==> src/rtl/button_conditioner_if.sv <==
// Button-panel bundle: raw push-buttons in, debounced levels and event pulses out.
interface button_conditioner_if;
  logic       btn_ctr, btn_rgt, btn_lft, btn_up, btn_dn;
  logic       ctr_p, rgt_p, lft_p, up_p, dn_p;
  logic [4:0] level;

  modport master (
    output btn_ctr, btn_rgt, btn_lft, btn_up, btn_dn,
    input  ctr_p, rgt_p, lft_p, up_p, dn_p, level
  );

  modport slave (
    input  btn_ctr, btn_rgt, btn_lft, btn_up, btn_dn,
    output ctr_p, rgt_p, lft_p, up_p, dn_p, level
  );
endinterface

==> src/rtl/button_conditioner.sv <==
// Five-channel push-button conditioner: sync, debounce, press pulses, and
// hold-to-repeat on up/dn with mutual lockout while both are held.

module bc_channel #(
  parameter int unsigned DEBOUNCE_CYCLES = 1_000_000
) (
  input  logic clk,
  input  logic rst_n,
  input  logic i_raw,
  output logic o_level,
  output logic o_press
);
  localparam logic [31:0] DEB_TERM = 32'(DEBOUNCE_CYCLES - 1);

  logic [1:0]  r_sync;
  logic [31:0] r_cnt;
  logic        r_level;
  logic        r_press;

  always_ff @(posedge clk) begin
    if (!rst_n) begin
      r_sync  <= '0;
      r_cnt   <= '0;
      r_level <= 1'b0;
      r_press <= 1'b0;
    end else begin
      r_sync  <= {r_sync[0], i_raw};
      r_press <= 1'b0;
      if (r_sync[1] == r_level) begin
        r_cnt <= '0;
      end else if (r_cnt == DEB_TERM) begin
        // pulse only on the 0->1 transition, same cycle the level rises
        r_cnt   <= '0;
        r_level <= ~r_level;
        r_press <= ~r_level;
      end else begin
        r_cnt <= r_cnt + 32'd1;
      end
    end
  end

  assign o_level = r_level;
  assign o_press = r_press;
endmodule

module bc_repeat #(
  parameter int unsigned REPEAT_DELAY  = 50_000_000,
  parameter int unsigned REPEAT_PERIOD = 25_000_000
) (
  input  logic clk,
  input  logic rst_n,
  input  logic i_press,
  input  logic i_level,
  input  logic i_lock,
  output logic o_pulse
);
  localparam logic [31:0] DLY_TERM = 32'(REPEAT_DELAY - 1);
  localparam logic [31:0] PER_TERM = 32'(REPEAT_PERIOD - 1);

  typedef enum logic [1:0] {IDLE, DELAY, REPEAT} state_t;

  state_t      r_state, w_state_nxt;
  logic [31:0] r_cnt, w_cnt_nxt;

  always_ff @(posedge clk) begin
    if (!rst_n) begin
      r_state <= IDLE;
      r_cnt   <= '0;
    end else begin
      r_state <= w_state_nxt;
      r_cnt   <= w_cnt_nxt;
    end
  end

  always_comb begin
    w_state_nxt = r_state;
    w_cnt_nxt   = r_cnt;
    o_pulse     = 1'b0;
    // release or up+dn lockout parks the FSM; only a fresh press re-arms it
    if (!i_level || i_lock) begin
      w_state_nxt = IDLE;
      w_cnt_nxt   = '0;
    end else begin
      case (r_state)
        IDLE: if (i_press) begin
          w_state_nxt = DELAY;
          w_cnt_nxt   = '0;
        end
        DELAY: if (r_cnt == DLY_TERM) begin
          o_pulse     = 1'b1;
          w_state_nxt = REPEAT;
          w_cnt_nxt   = '0;
        end else begin
          w_cnt_nxt = r_cnt + 32'd1;
        end
        REPEAT: if (r_cnt == PER_TERM) begin
          o_pulse   = 1'b1;
          w_cnt_nxt = '0;
        end else begin
          w_cnt_nxt = r_cnt + 32'd1;
        end
        default: begin
          w_state_nxt = IDLE;
          w_cnt_nxt   = '0;
        end
      endcase
    end
  end
endmodule

module button_conditioner #(
  parameter int unsigned DEBOUNCE_CYCLES = 1_000_000,
  parameter int unsigned REPEAT_DELAY    = 50_000_000,
  parameter int unsigned REPEAT_PERIOD   = 25_000_000
) (
  input  logic                clk,
  input  logic                rst_n,
  button_conditioner_if.slave bus
);
  localparam int NUM_LANES = 5;

  logic [NUM_LANES-1:0] w_raw, w_level, w_press, w_pulse;
  logic [1:0]           w_rpt;
  logic                 w_lock;

  assign w_raw  = {bus.btn_dn, bus.btn_up, bus.btn_lft, bus.btn_rgt, bus.btn_ctr};
  assign w_lock = w_level[3] & w_level[4];

  for (genvar g = 0; g < NUM_LANES; g++) begin : g_lane
    bc_channel #(.DEBOUNCE_CYCLES(DEBOUNCE_CYCLES)) u_ch (
      .clk     (clk),
      .rst_n   (rst_n),
      .i_raw   (w_raw[g]),
      .o_level (w_level[g]),
      .o_press (w_press[g])
    );
  end

  for (genvar g = 0; g < 2; g++) begin : g_rpt
    bc_repeat #(
      .REPEAT_DELAY  (REPEAT_DELAY),
      .REPEAT_PERIOD (REPEAT_PERIOD)
    ) u_rpt (
      .clk     (clk),
      .rst_n   (rst_n),
      .i_press (w_press[3+g]),
      .i_level (w_level[3+g]),
      .i_lock  (w_lock),
      .o_pulse (w_rpt[g])
    );
  end

  // gate with rst_n so nothing escapes during the reset cycle itself
  assign w_pulse   = (w_press | {w_rpt, 3'b000}) & {NUM_LANES{rst_n}};
  assign bus.ctr_p = w_pulse[0];
  assign bus.rgt_p = w_pulse[1];
  assign bus.lft_p = w_pulse[2];
  assign bus.up_p  = w_pulse[3];
  assign bus.dn_p  = w_pulse[4];
  assign bus.level = w_level;
endmodule

==> src/flat_wrapper.sv <==
// flat-port wrapper written by rule: the top's interface ports become plain ports
module button_conditioner_flat 
#(
  parameter int unsigned DEBOUNCE_CYCLES = 1_000_000,
  parameter int unsigned REPEAT_DELAY    = 50_000_000,
  parameter int unsigned REPEAT_PERIOD   = 25_000_000
)
  (clk, rst_n, bus_btn_ctr, bus_btn_rgt, bus_btn_lft, bus_btn_up, bus_btn_dn, bus_ctr_p, bus_rgt_p, bus_lft_p, bus_up_p, bus_dn_p, bus_level);
  button_conditioner_if bus_i ();
  input  logic clk;
  input  logic rst_n;
  input wire logic [$bits(bus_i.btn_ctr)-1:0] bus_btn_ctr;
  input wire logic [$bits(bus_i.btn_rgt)-1:0] bus_btn_rgt;
  input wire logic [$bits(bus_i.btn_lft)-1:0] bus_btn_lft;
  input wire logic [$bits(bus_i.btn_up)-1:0] bus_btn_up;
  input wire logic [$bits(bus_i.btn_dn)-1:0] bus_btn_dn;
  output wire logic [$bits(bus_i.ctr_p)-1:0] bus_ctr_p;
  output wire logic [$bits(bus_i.rgt_p)-1:0] bus_rgt_p;
  output wire logic [$bits(bus_i.lft_p)-1:0] bus_lft_p;
  output wire logic [$bits(bus_i.up_p)-1:0] bus_up_p;
  output wire logic [$bits(bus_i.dn_p)-1:0] bus_dn_p;
  output wire logic [$bits(bus_i.level)-1:0] bus_level;
  assign bus_i.btn_ctr = bus_btn_ctr;
  assign bus_i.btn_rgt = bus_btn_rgt;
  assign bus_i.btn_lft = bus_btn_lft;
  assign bus_i.btn_up = bus_btn_up;
  assign bus_i.btn_dn = bus_btn_dn;
  assign bus_ctr_p = bus_i.ctr_p;
  assign bus_rgt_p = bus_i.rgt_p;
  assign bus_lft_p = bus_i.lft_p;
  assign bus_up_p = bus_i.up_p;
  assign bus_dn_p = bus_i.dn_p;
  assign bus_level = bus_i.level;
  button_conditioner #(.DEBOUNCE_CYCLES(DEBOUNCE_CYCLES), .REPEAT_DELAY(REPEAT_DELAY), .REPEAT_PERIOD(REPEAT_PERIOD)) u_core (.clk(clk), .rst_n(rst_n), .bus(bus_i));
endmodule
==> config.mk <==
export PLATFORM = sky130hd
export DESIGN_NAME = button_conditioner_flat
export DESIGN_NICKNAME = d
export VERILOG_FILES = /design/src/rtl/button_conditioner_if.sv /design/src/rtl/button_conditioner.sv /design/src/flat_wrapper.sv
export SDC_FILE = /design/constraint.sdc
export NUM_CORES = 1
export LEC_CHECK = 0
export CAP_MARGIN = 20
export CELL_PAD_IN_SITES_DETAIL_PLACEMENT = 1
export CELL_PAD_IN_SITES_GLOBAL_PLACEMENT = 1
export CORE_MARGIN = 3
export CORE_UTILIZATION = 52
export DETAILED_ROUTE_END_ITERATION = 10
export GPL_ROUTABILITY_DRIVEN = 0
export PLACE_DENSITY_LB_ADDON = 0.1
export REMOVE_ABC_BUFFERS = 1
export SKIP_LAST_GASP = 1
export SLEW_MARGIN = 20
export SYNTH_ARGS = -nofsm -noshare
export SYNTH_HDL_FRONTEND = slang
export SYNTH_HIERARCHICAL = 1
export SYNTH_SLANG_ARGS = --single-unit
==> constraint.sdc <==
create_clock -name clk -period 5.97 [get_ports clk]
set_clock_uncertainty 0.2 [all_clocks]
set_input_delay 0.8955 -clock clk [delete_from_list [all_inputs] [get_ports clk]]
set_output_delay 0.8955 -clock clk [all_outputs]
set_load 0.03 [all_outputs]
# Yosys cells after proc, flatten, opt, wreduce, memory -nomap -nowiden
# Index checks and enable logic that the tools add are counted.
[classes] shifts=0 div=0 muxes=22 n_eq_ne=22 mul=0 n_reduce_logical=25 addsub=7 n_bitwise=21 order_cmp=0
[ops] cell="$add 32x1->32 const B" count=7
[ops] cell="$mux 32" count=6
[ops] cell="$pmux 32 s3" count=2
[ops] cell="$eq 32x20->1 const B" count=5
[ops] cell="$eq 32x25->1 const B" count=2
[ops] cell="$eq 32x26->1 const B" count=2
[ops] cell="$reduce_or 3->1" count=10
[ops] cell="$not 1->1" count=18
[ops] cell="$pmux 2 s3" count=2
[ops] cell="$reduce_and 2->1" count=5
[ops] cell="$mux 2" count=4
[ops] cell="$mux 1" count=6
[ops] cell="$reduce_and 3->1" count=2
[ops] cell="$and 5x5->5" count=1
[ops] cell="$eq 1x1->1" count=5
[ops] cell="$or 5x5->5" count=1
[ops] cell="$eq 2x1->1 const B" count=2
[ops] cell="$eq 2x2->1 const B" count=2
[ops] cell="$logic_not 2->1" count=2
[ops] cell="$ne 2x1->1 const B" count=2
[ops] cell="$ne 2x2->1 const B" count=2
[ops] cell="$pmux 1 s2" count=2
[ops] cell="$reduce_or 2->1" count=2
[ops] cell="$logic_not 1->1" count=2
[ops] cell="other kinds (2)" count=3
[word_totals] romBits=0 latchBits=0 elab_cells=121 ff_bits=248 input_bits=7 memories=0 out_inout_bits=10 ramBits=0

# Depth between registers and ports, before layout
# Gate-level depths: netlist of run 1.
[depth] ltp_word=6 ltp_mapped=9

# Cells and area by module
# The synthesis of run 1 kept the hierarchy.
[by_module_without_submodules] module="bc_channel" area_per_inst_um2=1665.3 seq_area_each_um2=720.7 cells_each=193 instances=5
[by_module_without_submodules] module="bc_repeat at u_core.g_rpt[0].u_rpt" area_per_inst_um2=2052.0 seq_area_each_um2=680.7 cells_each=269 instances=1
[by_module_without_submodules] module="bc_repeat at u_core.g_rpt[1].u_rpt" area_per_inst_um2=2001.9 seq_area_each_um2=680.7 cells_each=262 instances=1
[by_module_without_submodules] module="button_conditioner" area_per_inst_um2=40.0 seq_area_each_um2=0.0 cells_each=6 instances=1

# Worst setup path after synthesis of run 1
# OpenSTA, ideal clock, no wires.
[synth_path] path_type="register -> output" start="register u_core.g_rpt[0].u_rpt.r_cnt[6]" end="output bus_up_p" path_slack_ps=2950 required_ps=4875 t_arrival_ps=1924 stages_incl_launch_ff=7 path_cell_list="dfxtp_1 > or4b_1 > or4_4 > nor2_1 > a21oi_1 > nor3_1 > o21a_1"
[synth_between] elab_chain_cells=6
[synth_lines] element="from (decl)" line_no="button_conditioner.sv:63" text="logic [31:0] r_cnt, w_cnt_nxt;"
[synth_lines] element="from (signal assigned)" line_no="button_conditioner.sv:71" text="r_cnt <= w_cnt_nxt;"
[synth_lines] element="$eq 32x25->1 / $eq 32x26->1 (equally long branches)" line_no="button_conditioner.sv:96, button_conditioner.sv:89"
[synth_lines] element="$mux 1, on equally long branches" line_no="button_conditioner.sv:96, button_conditioner.sv:89"
[synth_lines] element="$pmux 1 s2 *" line_no="button_conditioner.sv:84" text="case (r_state)"
[synth_lines] element="$mux 1 *" line_no="button_conditioner.sv:80" text="if (!i_level || i_lock) begin"
[synth_lines] element="via u_core.w_rpt[0]" line_no="button_conditioner.sv:123" text="logic [1:0] w_rpt;"
[synth_lines] element="$or 5x5->5 *" line_no="button_conditioner.sv:154" text="assign w_pulse = (w_press | {w_rpt, 3'b000}) & {NUM_LANES{rst_n}};"
[synth_lines] element="$and 5x5->5 *" line_no="button_conditioner.sv:154"
[synth_lines] element="to (decl)" line_no="flat_wrapper.sv:20" text="output wire logic [$bits(bus_i.up_p)-1:0] bus_up_p;"
# Mark *: on every way through the listed nets, which the timed path passes. The rest lies on a longest branch.

# Final worst setup path of run 1
# Ends and elaborated chain as after synthesis.

==> metrics, run 1 <==
final hold vios=0; Crit Path Max Fanout=8; Synth Cell Area=12,400 sq um; Residual DRC=0; DR WL met3=1100 um; die area=25,800 sq um; endpoints failing setup=0; crit path from=u_core/g_rpt[0].u_rpt/r_cnt[6]; CTS clk-pin slew, worst paths=60 ps; Core Box Area=23,100 sq um; fmax=0.231 GHz; DP Wirelength=22,900 um; register area=4960 sq um; Seq/Total Area, Yosys=40.0%; setup bufs post-CTS=0; maxcap violations=0; adder-cell share of the synthesized area=1.71%; GRT Total Usage=25.8%; initial antenna violation count=0; crit path kind=flop to output port; FF+latch count, synth=248; grt ovf=0; # rows=55; Period minus WS final=4330 ps; WL per Instance=18.5 um; actual slew at the worst max-slew pin=1010 ps; TritonRoute pass-1 iters=5; CTS buffer count=28; final-layout fill cell count=2,824; largest net degree at the start of global routing=29; area growth from synthesis to layout=10.4%; Startpoint Class=flop; mux contribution to synthesized area=0.242%; number of DRC markers in iteration 0=513; Critical Path End=bus_up_p; clock tree sinks=248; Routed Wire Length=33,900 um; CTS root buf=clkbuf_16; number of flops mapped to enable cells by yosys=0; Multi-input gate area=7100 sq um; YS warnings=6; Worst-Skew Late Latency=540 ps; P per Cell Area=248 nW/um^2; main combinational cell family by area after synthesis=simple AND/OR/NAND/NOR gates; final core occ=59.5%; unrepaired setup endpoints after global routing=false; Die Y=161 um; port bufs=16; number of global-route vias before repair=11.8k; R2R depth=7; Ant. Diodes=0; clk buf depth=3; # IOs=17; outcome=complete, no violations; WP data arrival=3230 ps; most frequent cells in the layout=dfxtp_1, nand2_1, nand3_1; post-route met1 wirelength=15,600 um; Fin Setup TNS=0 ps; kind of end point of the critical path=output port; H-tree Lvls=1; top layer in use=met4; Synth Area in XOR/XNOR=4.80%; TritonCTS clock tree=yes; max-slew violation count=0; FF-to-FF setup slack=2990 ps; Die Wd=161 um; Synth Area in Compound Gates=14.1%; FFs w/ async S/R, synth=0%; global-route wire length before repair=58,000 um; post-synth top area share=40.0%; DRT antenna net count=0; period utilization=72.5%; Lkg Pwr=0.00388 uW; final net count=1,526; reg2reg end=u_core/g_rpt[1].u_rpt/r_cnt[10]; mean cell area of the mapped netlist=8.27 sq um; routed length on met2=16,500 um; Peak supply drop=0.229 mV; ys flop type=dfxtp_1; largest area contributor in the netlist=dfxtp_1; Synth cell types=58; starting density of the core=53.9%; DR vias/cell=6.36; simple-gate share of the synthesized area=36.0%; post-cts resize count=0; Slew headroom=32.2%; Post-CTS Hold Buffers=0; most common cell after layout, fill and taps aside=dfxtp_1; via count=11.7k; Area contributors post-synth=dfxtp_1, nand3_1, nand2_1; Req. time, crit path=4870 ps; post-synthesis cell count=1,502; Hold Crit Class=flop to flop; layout cells sized above 1=5.91%; worst r2r src=u_core/g_rpt[1].u_rpt/r_cnt[0]
[through the flow]
| step | instance area [sq um] | power (uW) | std cells | setup slack (ps) | hold slack (ps) |
|---|---|---|---|---|---|
| CTS | 13700 | 3430 | 1836 | 1630 | 248 |
| finish | 13700 | 3390 | 1836 | 1640 | 247 |
| detailed placement | 12800 | 1730 | 1785 | 2140 | 234 |
| global route | 13700 | 3510 | 1836 | 1460 | 260 |
| floorplan | 12100 | 1710 | 1449 | 2950 | 212 |
| global placement | 12800 | 1720 | 1784 | 2160 | 215 |
[layout make-up]
cell class | count | share of cell area (%)
clock buffer | 37 | 5.65
clock inverter | 14 | 1.02
inverter | 32 | 0.876
multi-input combinational | 1169 | 51.8
sequential | 248 | 36.2
tap | 313 | 2.86
timing repair buffer | 23 | 1.61
[synthesized netlist by cell type (all sizes together) (15+ instances only)]
cell	number
ha	17
o31ai	50
dfxtp	248
buf	20
nor3	29
or4	73
o21ai	69
and2	23
nand4	69
inv	32
nand3	147
and3	18
nor2	103
a21oi	113
a31oi	15
nand2	157
or3	65
xor2	25
xnor2	43
and4	32
nor4b	16
clkbuf	33
nor4	38
[metal layers]
layer  track usage [%]  vias to the layer above
met3              3.02                       46
met1              34.2                     5797
li1                  -                     5660
met2              45.1                      165
met5                 0                        -
met4              6.00                        0
[power by group]
part	internal (uW)	total (uW)	switching, uW	leakage [uW]
Clock	1000	1710	705	0.000456
Combinational	9.99	26.6	16.6	0.00143
Sequential	1660	1660	2.89	0.00200
Total	2670	3390	725	0.00388
[sequential cells by signal, summed over array words and instances (netlist names)]
register	cells
u_core/g_lane.u_ch/o_level	5
u_core/g_rpt.u_rpt/r_state	4
u_core/g_lane.u_ch/o_press	5
u_core/g_rpt.u_rpt/r_cnt	64
u_core/g_lane.u_ch/r_sync	10
u_core/g_lane.u_ch/r_cnt	160
[kinds of logic (layout without fill, tap and decap cells)]
family | Yosys count | count (layout)
mux | 3 | 3
xor+xnor | 68 | 68
buf+inv | 85 | 106
compound gates | 286 | 286
fa+ha+maj | 17 | 17
simple gates | 795 | 795
flops | 248 | 248
[worst max-delay path: stages (launching register included)]
cell and delay, ps:
dfxtp_1 380, or4b_1 560, or4_4 460, nor2_1 110, a21oi_1 70, nor3_1 270
o21a_1 170, clkdlybuf4s50_1 670
[worst min path at each step]
stage | end | start | depth (start not counted) | slack (ps)
after floorplan | u_core/g_lane[0].u_ch/r_sync[1] | u_core/g_lane[0].u_ch/r_sync[0] | 1 | 210
after global placement | u_core/g_lane[0].u_ch/r_sync[1] | u_core/g_lane[0].u_ch/r_sync[0] | 1 | 210
after detailed placement | u_core/g_lane[1].u_ch/r_sync[1] | u_core/g_lane[1].u_ch/r_sync[0] | 1 | 230
after CTS | u_core/g_lane[1].u_ch/r_sync[1] | u_core/g_lane[1].u_ch/r_sync[0] | 1 | 250
after global routing | u_core/g_lane[1].u_ch/r_sync[1] | u_core/g_lane[1].u_ch/r_sync[0] | 1 | 260
final | u_core/g_lane[1].u_ch/r_sync[1] | u_core/g_lane[1].u_ch/r_sync[0] | 1 | 250
Note: power is estimated with default switching activity, not from simulation.
==> run 2: changes to the inputs <==
- CORE_UTILIZATION: 52 -> 44
- clock period: 5.97 -> 3.89 ns (I/O delays scaled with it)
==> run 2 against run 1 <==
  * Final cell count rose by 3.8%
  * Sequential cell count did not move
  * Global-route usage fell by 4.1 points
  * Sequential share of layout area fell by 0.61 points
  * Largest cell class unchanged
  * Highest routed layer unchanged
==> metrics, run 2 (synthesis results as in run 1) <==
internal power=4430 uW (+66%); sw power=1150 uW (+58%); outcome=complete, no violations; CTS root buf=clkbuf_16; starting density of the core=45.5% (-8.4 points); H-tree Lvls=1 (unchanged); Final Non-Filler Cells=1,905 (+3.8%); Req. time, crit path=3110 ps (-1760 ps); maxcap violations=0 (unchanged); largest net degree at the start of global routing=29 (unchanged); Gate power share=0.7% (about the same); Slew headroom=39.0% (+6.8 points); number of DRC markers in iteration 0=639 (+25%); Worst-Skew Late Latency=550 ps (about the same); final hold vios=0 (unchanged); Crit Path Max Fanout=8 (unchanged); DR vias/cell=6.09 (-4.2%); kind of end point of the critical path=output port; WL per Instance=17.6 um (-4.8%); via count=11.6k (-0.63%); Top reg by flops=u_core/g_lane.u_ch/r_cnt; FF-to-FF setup slack=820 ps (-2170 ps); Residual DRC=0 (unchanged); max reg flops=160 (unchanged); largest registers=u_core/g_lane.u_ch/r_cnt (160), u_core/g_rpt.u_rpt/r_cnt (64), u_core/g_lane.u_ch/r_sync (10); crit path kind=flop to output port; die area=30,300 sq um (+17%); Period minus WS final=3670 ps; initial antenna violation count=0 (unchanged); CTS clk-pin slew, worst paths=60 ps (about the same); GRT Total Usage=21.7% (-4.1 points); most common cell after layout, fill and taps aside=dfxtp_1; most frequent cells in the layout=dfxtp_1, nand2_1, nand3_1; total power=5570 uW (+64%); Ant. Diodes=0 (unchanged); Core Box Area=27,300 sq um (+19%); DRT antenna net count=0 (unchanged); Hold Crit Class=flop to flop; # IOs=17 (unchanged); WP data arrival=2880 ps (-350 ps); worst r2r src=u_core/g_rpt[1].u_rpt/r_cnt[0]; Peak supply drop=0.274 mV (+20%); Cells after DPL=1,850 (+3.6%); TritonCTS clock tree=yes; TritonRoute pass-1 iters=5 (unchanged); clock power share=53.5% (+3.2 points); port bufs=16 (unchanged); sequential power share=45.8% (-3.2 points); max-slew violation count=0 (unchanged); unrepaired setup endpoints after global routing=false; hold path start=u_core/g_lane[0].u_ch/r_sync[0]; final net count=1,534 (+0.52%); actual slew at the worst max-slew pin=915 ps (-99.4 ps); Hold Path Sink=u_core/g_lane[0].u_ch/r_sync[1]; CTS buffer count=29 (+3.6%); clock tree sinks=248 (unchanged); grt ovf=0 (unchanged); layout cells sized above 1=6.52% (+0.61 points); Routed Wire Length=33,500 um (-1.2%); Die Y=174 um (+8.4%); period utilization=94.3%; reg2reg end=u_core/g_rpt[1].u_rpt/r_cnt[10]; DP Wirelength=22,600 um (-1.4%); fmax=0.273 GHz; Fin Setup TNS=0 ps (unchanged); number of global-route vias before repair=11.7k (-1.0%); Worst Hold Path Cells=1 (unchanged); endpoints failing setup=0 (unchanged); R2R depth=7 (unchanged); # rows=60 (+9.1%); Startpoint Class=flop; P per Cell Area=400 nW/um^2 (+61%); clk buf depth=3 (unchanged); Lkg Pwr=0.00399 uW (+2.6%); switching share of power=20.6% (-0.78 points); Die Wd=174 um (+8.4%); crit path from=u_core/g_rpt[0].u_rpt/r_cnt[6]; setup bufs post-CTS=0 (unchanged); area growth from synthesis to layout=12.3%; global-route wire length before repair=57,500 um (-0.86%)
## run 2: cell count changes in the layout (fill, tap and decap cells not counted), sizes merged
cell / delta
buf: +6
bufinv: +4
clkbuf: +2
clkdlybuf4s50: -2
clkinv: -5
clkinvlp: +2
dlygate4sd2: +1
dlymetal6s2s: +1
inv: +1
## run 2: routing by layer
metal	up-vias	track usage [%]	routed length, um
met5	-	0	0
met4	0	4.99	594
met3	49	2.62	986
met2	128	37.3	15900
met1	5743	29.1	16000
li1	5675	-	-
## run 2: final cells by class
class                   instances  area (sq um)
multi-input cells            1169          7080
clock buffers                  38           810
flip-flops and latches        248          4960
repair buffers                 30           264
well taps                     372           465
fillers                      3328         13400
clock inverters                16           249
inverters                      32           120
## run 2: power groups by stage
stage                     clock, uW  combinational, uW  sequential (uW)
after floorplan                   0               17.4             2610
after global placement            0               41.3             2610
after detailed placement          0               41.9             2610
after CTS                      3060               42.0             2550
after global routing           3180               45.4             2550
final                          2980               41.2             2550
## run 2: through the flow
stage / area [sq um] / hold slack [ps] / setup slack [ps] / util (%)
floorplan: 12100 / 212 / 1180 / -
finish: 13900 / 237 / 222 / 51.0
global route: 13900 / 259 / 28.9 / 51.0
CTS: 13900 / 241 / 87.7 / 51.0
detailed placement: 12900 / 226 / 526 / 47.2
global placement: 12900 / 215 / 529 / 47.2
## run 2: what timing repair did
action | 4_1_cts | 5_1_grt
setup endpoints to repair | 1 | 1
resized for setup | 1 | 1
hold buffers | 0 | 0
cloned | 0 | 0
hold endpoints to repair | 0 | 0
pin swaps | 0 | 0
## run 2: worst max-delay path by stage
| stage | slack [ps] | depth (start not counted) | endpoint |
|---|---|---|---|
| 6_report | 220 | 7 | bus_up_p |
| 2_1_floorplan | 1180 | 6 | bus_up_p |
| 3_3_place_gp | 530 | 7 | bus_up_p |
| 5_1_grt | 30 | 7 | bus_up_p |
| 4_1_cts | 90 | 7 | bus_dn_p |
| 3_5_place_dp | 530 | 7 | bus_up_p |
## run 2: critical path, cell delays in order, from the launching register on
cell,delay [ps]
dfxtp_1,370
or4b_1,540
or4_4,450
nor2_1,110
a21oi_1,80
nor3_1,190
o21a_1,180
dlygate4sd2_1,410
==> RTL change 1 (flow settings as in run 2) <==
Re-encode `state_t` (3 states) as one-hot, 3 bits wide.
--- a/src/rtl/button_conditioner.sv
+++ b/src/rtl/button_conditioner.sv
@@ -57,7 +57,7 @@
   localparam logic [31:0] DLY_TERM = 32'(REPEAT_DELAY - 1);
   localparam logic [31:0] PER_TERM = 32'(REPEAT_PERIOD - 1);
 
-  typedef enum logic [1:0] {IDLE, DELAY, REPEAT} state_t;
+  typedef enum logic [2:0] {IDLE = 3'b001, DELAY = 3'b010, REPEAT = 3'b100} state_t;
 
   state_t      r_state, w_state_nxt;
   logic [31:0] r_cnt, w_cnt_nxt;
Check against the original RTL: same outputs for any inputs over 4 cycles, from zero or initial values and one cycle with rst_n low; so few cycles prove little.
==> RTL change 1 against run 2 <==
Sequential cell count up 2; synthesized area down 1.9%; setup slack better by 6.1 ps; critical path depth up 1; power down 2.3%; final area down 2.3%; routed wire length down 9.5%; critical path type unchanged; highest routed layer unchanged.
==> RTL change 1: results (changes against run 2) <==
finalSetupTns_ps: 0  # unchanged
hold_path_class: "register to register"  # unchanged
vias_per_cell: 5.87  # was 6.09
yosysWarnings: 6  # unchanged
n_fill_cell: 3227  # was 3328
antenna_found_initial: 0  # unchanged
worstReg2RegStart: "u_core/g_rpt[0].u_rpt/r_cnt[0]"  # was u_core/g_rpt[1].u_rpt/r_cnt[0]
clockBufferDepth: 3  # unchanged
grt_max_degree: 33  # was 29
cts-root-buf: "clkbuf_16"  # unchanged
yosys-top-cells-area: "dfxtp_1 (41%), a21oi_1 (4.3%), nor2_1 (4.3%)"  # was dfxtp_1 (40%), nand3_1 (5.7%), nand2_1 (4.7%)
post-cts-setup-buffer-count: 0  # unchanged
r2r_cells: 7  # unchanged
cpMaxStageDelayCell: "dlygate4sd2_1"  # was or4b_1
dr.pass1.iters: 4  # was 5
dp_hpwl_um: 20600  # was 22600 µm
synth_cell_type_count: 67  # was 58
synth_flop_cell: "dfxtp_1"  # unchanged
place_area_um2: 12600  # was 12900 µm²
synth_commonest_cells: "dfxtp_1 (250), nor2_1 (138), nand2_1 (119), a21oi_1 (104), nand3_1 (97)"  # was dfxtp_1 (248), nand2_1 (157), nand3_1 (141), a21oi_1 (111), nor2_1 (102)
slew_headroom: 0.550  # was 0.390
grt_pass1_wl_um: 52000  # was 57500 µm
min_from: "u_core/g_lane[0].u_ch/r_sync[0]"  # unchanged
irDropWorstVdd_mv: 0.313  # was 0.274 mV
ys_seq_area_frac: 0.411  # was 0.400
hold_slack_ps: 235  # was 237 ps
num-nets-final: 1452  # was 1534
r2r_end: "u_core/g_rpt[0].u_rpt/r_cnt[20]"  # was u_core/g_rpt[1].u_rpt/r_cnt[10]
synth_async_sr_flop_share: 0  # unchanged
drt_first_iter_violations: 591  # was 639
reg_top3: "u_core/g_lane.u_ch/r_cnt (160), u_core/g_rpt.u_rpt/r_cnt (64), u_core/g_lane.u_ch/r_sync (10)"  # unchanged
whs_path_depth: 1  # unchanged
numPortBuffers: 16  # unchanged
ant_nets: 0  # unchanged
grt_pass1_vias: 10554  # was 11671
clk_latency_ps: 540
cp_data_arrival_time_ps: 2880  # about the same
hold_end: "u_core/g_lane[0].u_ch/r_sync[1]"  # unchanged
p_leak_nw: 3.77  # was 3.99 nW
rrSetupSlack_ps: 1350  # was 820 ps
cts_made_buffers: 29  # unchanged
clk_pin_slew_ps: 60  # about the same
cts.htree.levels: 1  # unchanged
post_drt_wl_per_cell_um: 16.6  # was 17.6 µm
grt_use_total: 0.203  # was 0.217
cts_resized: 2  # was 1
drive_gt1_frac: 0.0754  # was 0.0652
antenna-diode-count: 0  # unchanged
slowest_delay_ps: 400  # was 540 ps
crit_fanout: 5  # was 8
status: "finished clean"  # unchanged
## RTL change 1: cell count changes after synthesis, moves of 12 or more
cell            run 2  this run
xor2_1             25        48
nand2_1           157       119
or3_1              65        42
nor2_1            102       138
nand3_1           141        97
xnor2_1            43        55
## RTL change 1: how the worst max path moves through the flow
stage	start	endpoint	slack, ps	cells past startpoint
final	u_core/g_rpt[1].u_rpt/r_cnt[0]	bus_dn_p	230	8
after global routing	u_core/g_rpt[1].u_rpt/r_cnt[0]	bus_dn_p	60	8
after CTS	u_core/g_rpt[1].u_rpt/r_cnt[0]	bus_dn_p	210	8
after detailed placement	u_core/g_rpt[1].u_rpt/r_cnt[0]	bus_dn_p	530	8
after global placement	u_core/g_rpt[1].u_rpt/r_cnt[0]	bus_dn_p	520	8
after floorplan	u_core/g_rpt[1].u_rpt/r_cnt[0]	bus_dn_p	1210	7
## RTL change 1: power by group
part	internal, mW	total [mW]	leakage (nW)	switching [mW]
registers	2.57	2.57	2.02	0.00412
clock network	1.75	2.83	0.487	1.09
logic	0.0158	0.0403	1.27	0.0245
## RTL change 1: cells by family (layout without fill, tap and decap cells)
kind of cell | after synthesis | after routing | share of synthesized area
fa+ha+maj | 7 | 7 | 0.00719
xor+xnor | 103 | 103 | 0.0740
simple gates | 725 | 725 | 0.343
compound gates | 270 | 270 | 0.135
flops | 250 | 250 | 0.411
buf+inv | 73 | 104 | 0.0302
## RTL change 1: worst max-delay path: cells and delay by family (launching register included)
| kind | cells | cell delay (ps) |
|---|---|---|
| AND/OR/NAND/NOR | 4 | 990 |
| buffers and inverters | 1 | 400 |
| flip-flops | 1 | 380 |
| AO/OA/AOI/OAI | 2 | 320 |
| adder cells (fa/ha/maj) | 1 | 240 |
## RTL change 1: final cells by class
cell class / instances / area, µm² / share of cell area
clock buffer: 42 / 835 / 0.0612
clock inverter: 10 / 159 / 0.0117
inverter: 27 / 101 / 0.00743
multi-input combinational: 1105 / 6830 / 0.501
sequential: 250 / 5000 / 0.367
tap: 372 / 465 / 0.0341
timing repair buffer: 25 / 238 / 0.0174
## RTL change 1: layer usage
layer	vias to the layer above	global-route usage	share of wire	wire length [µm]
met4	0	0.0378	0.016	498
met1	5273	0.285	0.50	15000
met5	-	0	0	0
li1	5369	-	-	-
met2	66	0.340	0.47	14200
met3	31	0.0254	0.020	613
## RTL change 1: stage by stage
step | setup WS [ps] | utilization | power, mW | cells
floorplan | 1210 | - | 2.64 | 1382
global placement | 521 | 0.467 | 2.67 | 1779
detailed placement | 528 | 0.467 | 2.67 | 1779
CTS | 211 | 0.503 | 5.53 | 1831
global route | 55.6 | 0.503 | 5.64 | 1831
finish | 229 | 0.503 | 5.44 | 1831
==> RTL change 2 (settings of run 2) <==
Made on the original files. `REPEAT_PERIOD` is set to 25_000_000 in 3 places; all go to 12_500_000.
--- a/src/rtl/button_conditioner.sv
+++ b/src/rtl/button_conditioner.sv
@@ -45,7 +45,7 @@
 
 module bc_repeat #(
   parameter int unsigned REPEAT_DELAY  = 50_000_000,
-  parameter int unsigned REPEAT_PERIOD = 25_000_000
+  parameter int unsigned REPEAT_PERIOD = 12_500_000
 ) (
   input  logic clk,
   input  logic rst_n,
@@ -111,7 +111,7 @@
 module button_conditioner #(
   parameter int unsigned DEBOUNCE_CYCLES = 1_000_000,
   parameter int unsigned REPEAT_DELAY    = 50_000_000,
-  parameter int unsigned REPEAT_PERIOD   = 25_000_000
+  parameter int unsigned REPEAT_PERIOD   = 12_500_000
 ) (
   input  logic                clk,
   input  logic                rst_n,
--- a/src/flat_wrapper.sv
+++ b/src/flat_wrapper.sv
@@ -3,7 +3,7 @@
 #(
   parameter int unsigned DEBOUNCE_CYCLES = 1_000_000,
   parameter int unsigned REPEAT_DELAY    = 50_000_000,
-  parameter int unsigned REPEAT_PERIOD   = 25_000_000
+  parameter int unsigned REPEAT_PERIOD   = 12_500_000
 )
   (clk, rst_n, bus_btn_ctr, bus_btn_rgt, bus_btn_lft, bus_btn_up, bus_btn_dn, bus_ctr_p, bus_rgt_p, bus_lft_p, bus_up_p, bus_dn_p, bus_level);
   button_conditioner_if bus_i ();
Behaviour: no difference found for any inputs over 4 cycles, from zero or initial values and one cycle with rst_n low; that may be too few to reach the edited logic, so the function may still have changed.
==> RTL change 2 against run 2 <==
Setup slack got worse by 84 ps; routed wire length down 1.2%; sequential power is essentially flat; sequential share of layout area fell by 0.11 points; register-to-register slack better by 240 ps; worst hold slack got worse by 3.2 ps; maximum frequency down 2.2%; sequential cell count did not move; final cell count rose by 0.37%; power is 2.2% lower; synthesized area grew 0.65%; global-route usage down 0.21 points; final area grew 0.30%; largest cell class unchanged; largest power group unchanged.
==> RTL change 2: results (changes against run 2) <==
r2r_end: "u_core/g_rpt[1].u_rpt/r_cnt[20]"  # was u_core/g_rpt[1].u_rpt/r_cnt[10]
min_from: "u_core/g_lane[4].u_ch/r_sync[0]"  # was u_core/g_lane[0].u_ch/r_sync[0]
cp_data_arrival_time_ps: 2970  # was 2880 ps
wl_met3_um: 1050  # was 986 µm
slew_headroom: 0.409  # was 0.390
synth_commonest_cells: "dfxtp_1 (248), nand2_1 (146), a21oi_1 (127), nor2_1 (115), nand3_1 (96)"  # was dfxtp_1 (248), nand2_1 (157), nand3_1 (141), a21oi_1 (111), nor2_1 (102)
yosys-top-cells-area: "dfxtp_1 (40%), a21oi_1 (5.1%), nand2_1 (4.4%)"  # was dfxtp_1 (40%), nand3_1 (5.7%), nand2_1 (4.7%)
post_drt_wl_per_cell_um: 17.3  # was 17.6 µm
grt_use_total: 0.215  # was 0.217
grt_pass1_wl_um: 56700  # was 57500 µm
synth_cell_type_count: 62  # was 58
cts_made_buffers: 30  # was 29
cp-startpoint: "u_core/g_rpt[0].u_rpt/r_cnt[25]"  # was u_core/g_rpt[0].u_rpt/r_cnt[6]
setup_slack_ps: 139  # was 222 ps
grtUsageMet3: 0.0286  # was 0.0262
m1WireLength_um: 15800  # was 16000 µm
place_area_um2: 13000  # was 12900 µm²
finalNonFillerCells: 1912  # was 1905
vias_per_cell: 6.03  # was 6.09
dp_slack_ps: 633  # was 526 ps
status: "finished clean"  # unchanged
drive_gt1_frac: 0.0684  # was 0.0652
drt_first_iter_violations: 553  # was 639
p_leak_nw: 4.05  # was 3.99 nW
irDropWorstVdd_mv: 0.306  # was 0.274 mV
## RTL change 2: kinds of logic after synthesis
kind of cell	Yosys count	share of synthesized area
compound gates	326	0.157
xor+xnor	67	0.0469
buf+inv	89	0.0340
flops	248	0.397
simple gates	754	0.343
fa+ha+maj	17	0.0170
mux	6	0.00480
## RTL change 2: final cells by class
type	instances	area, µm²
multi-input cells	1170	7140
flip-flops and latches	248	4960
clock inverters	13	155
inverters	29	109
clock buffers	43	870
repair buffers	31	275
fillers	3354	13900
well taps	378	473
## RTL change 2: power by group
group / total (mW) / internal (mW) / switching [mW]
combinational: 0.0398 / 0.0151 / 0.0247
sequential: 2.55 / 2.55 / 0.00427
clock: 2.86 / 1.75 / 1.11
total: 5.45 / 4.31 / 1.14
## RTL change 2: critical path, cell delays in order, from the launching register on
cell	delay [ps]
dfxtp_1	430
or4b_1	470
nor3_1	290
and3_1	220
o2111a_1	190
o21a_1	150
clkdlybuf4s50_1	670
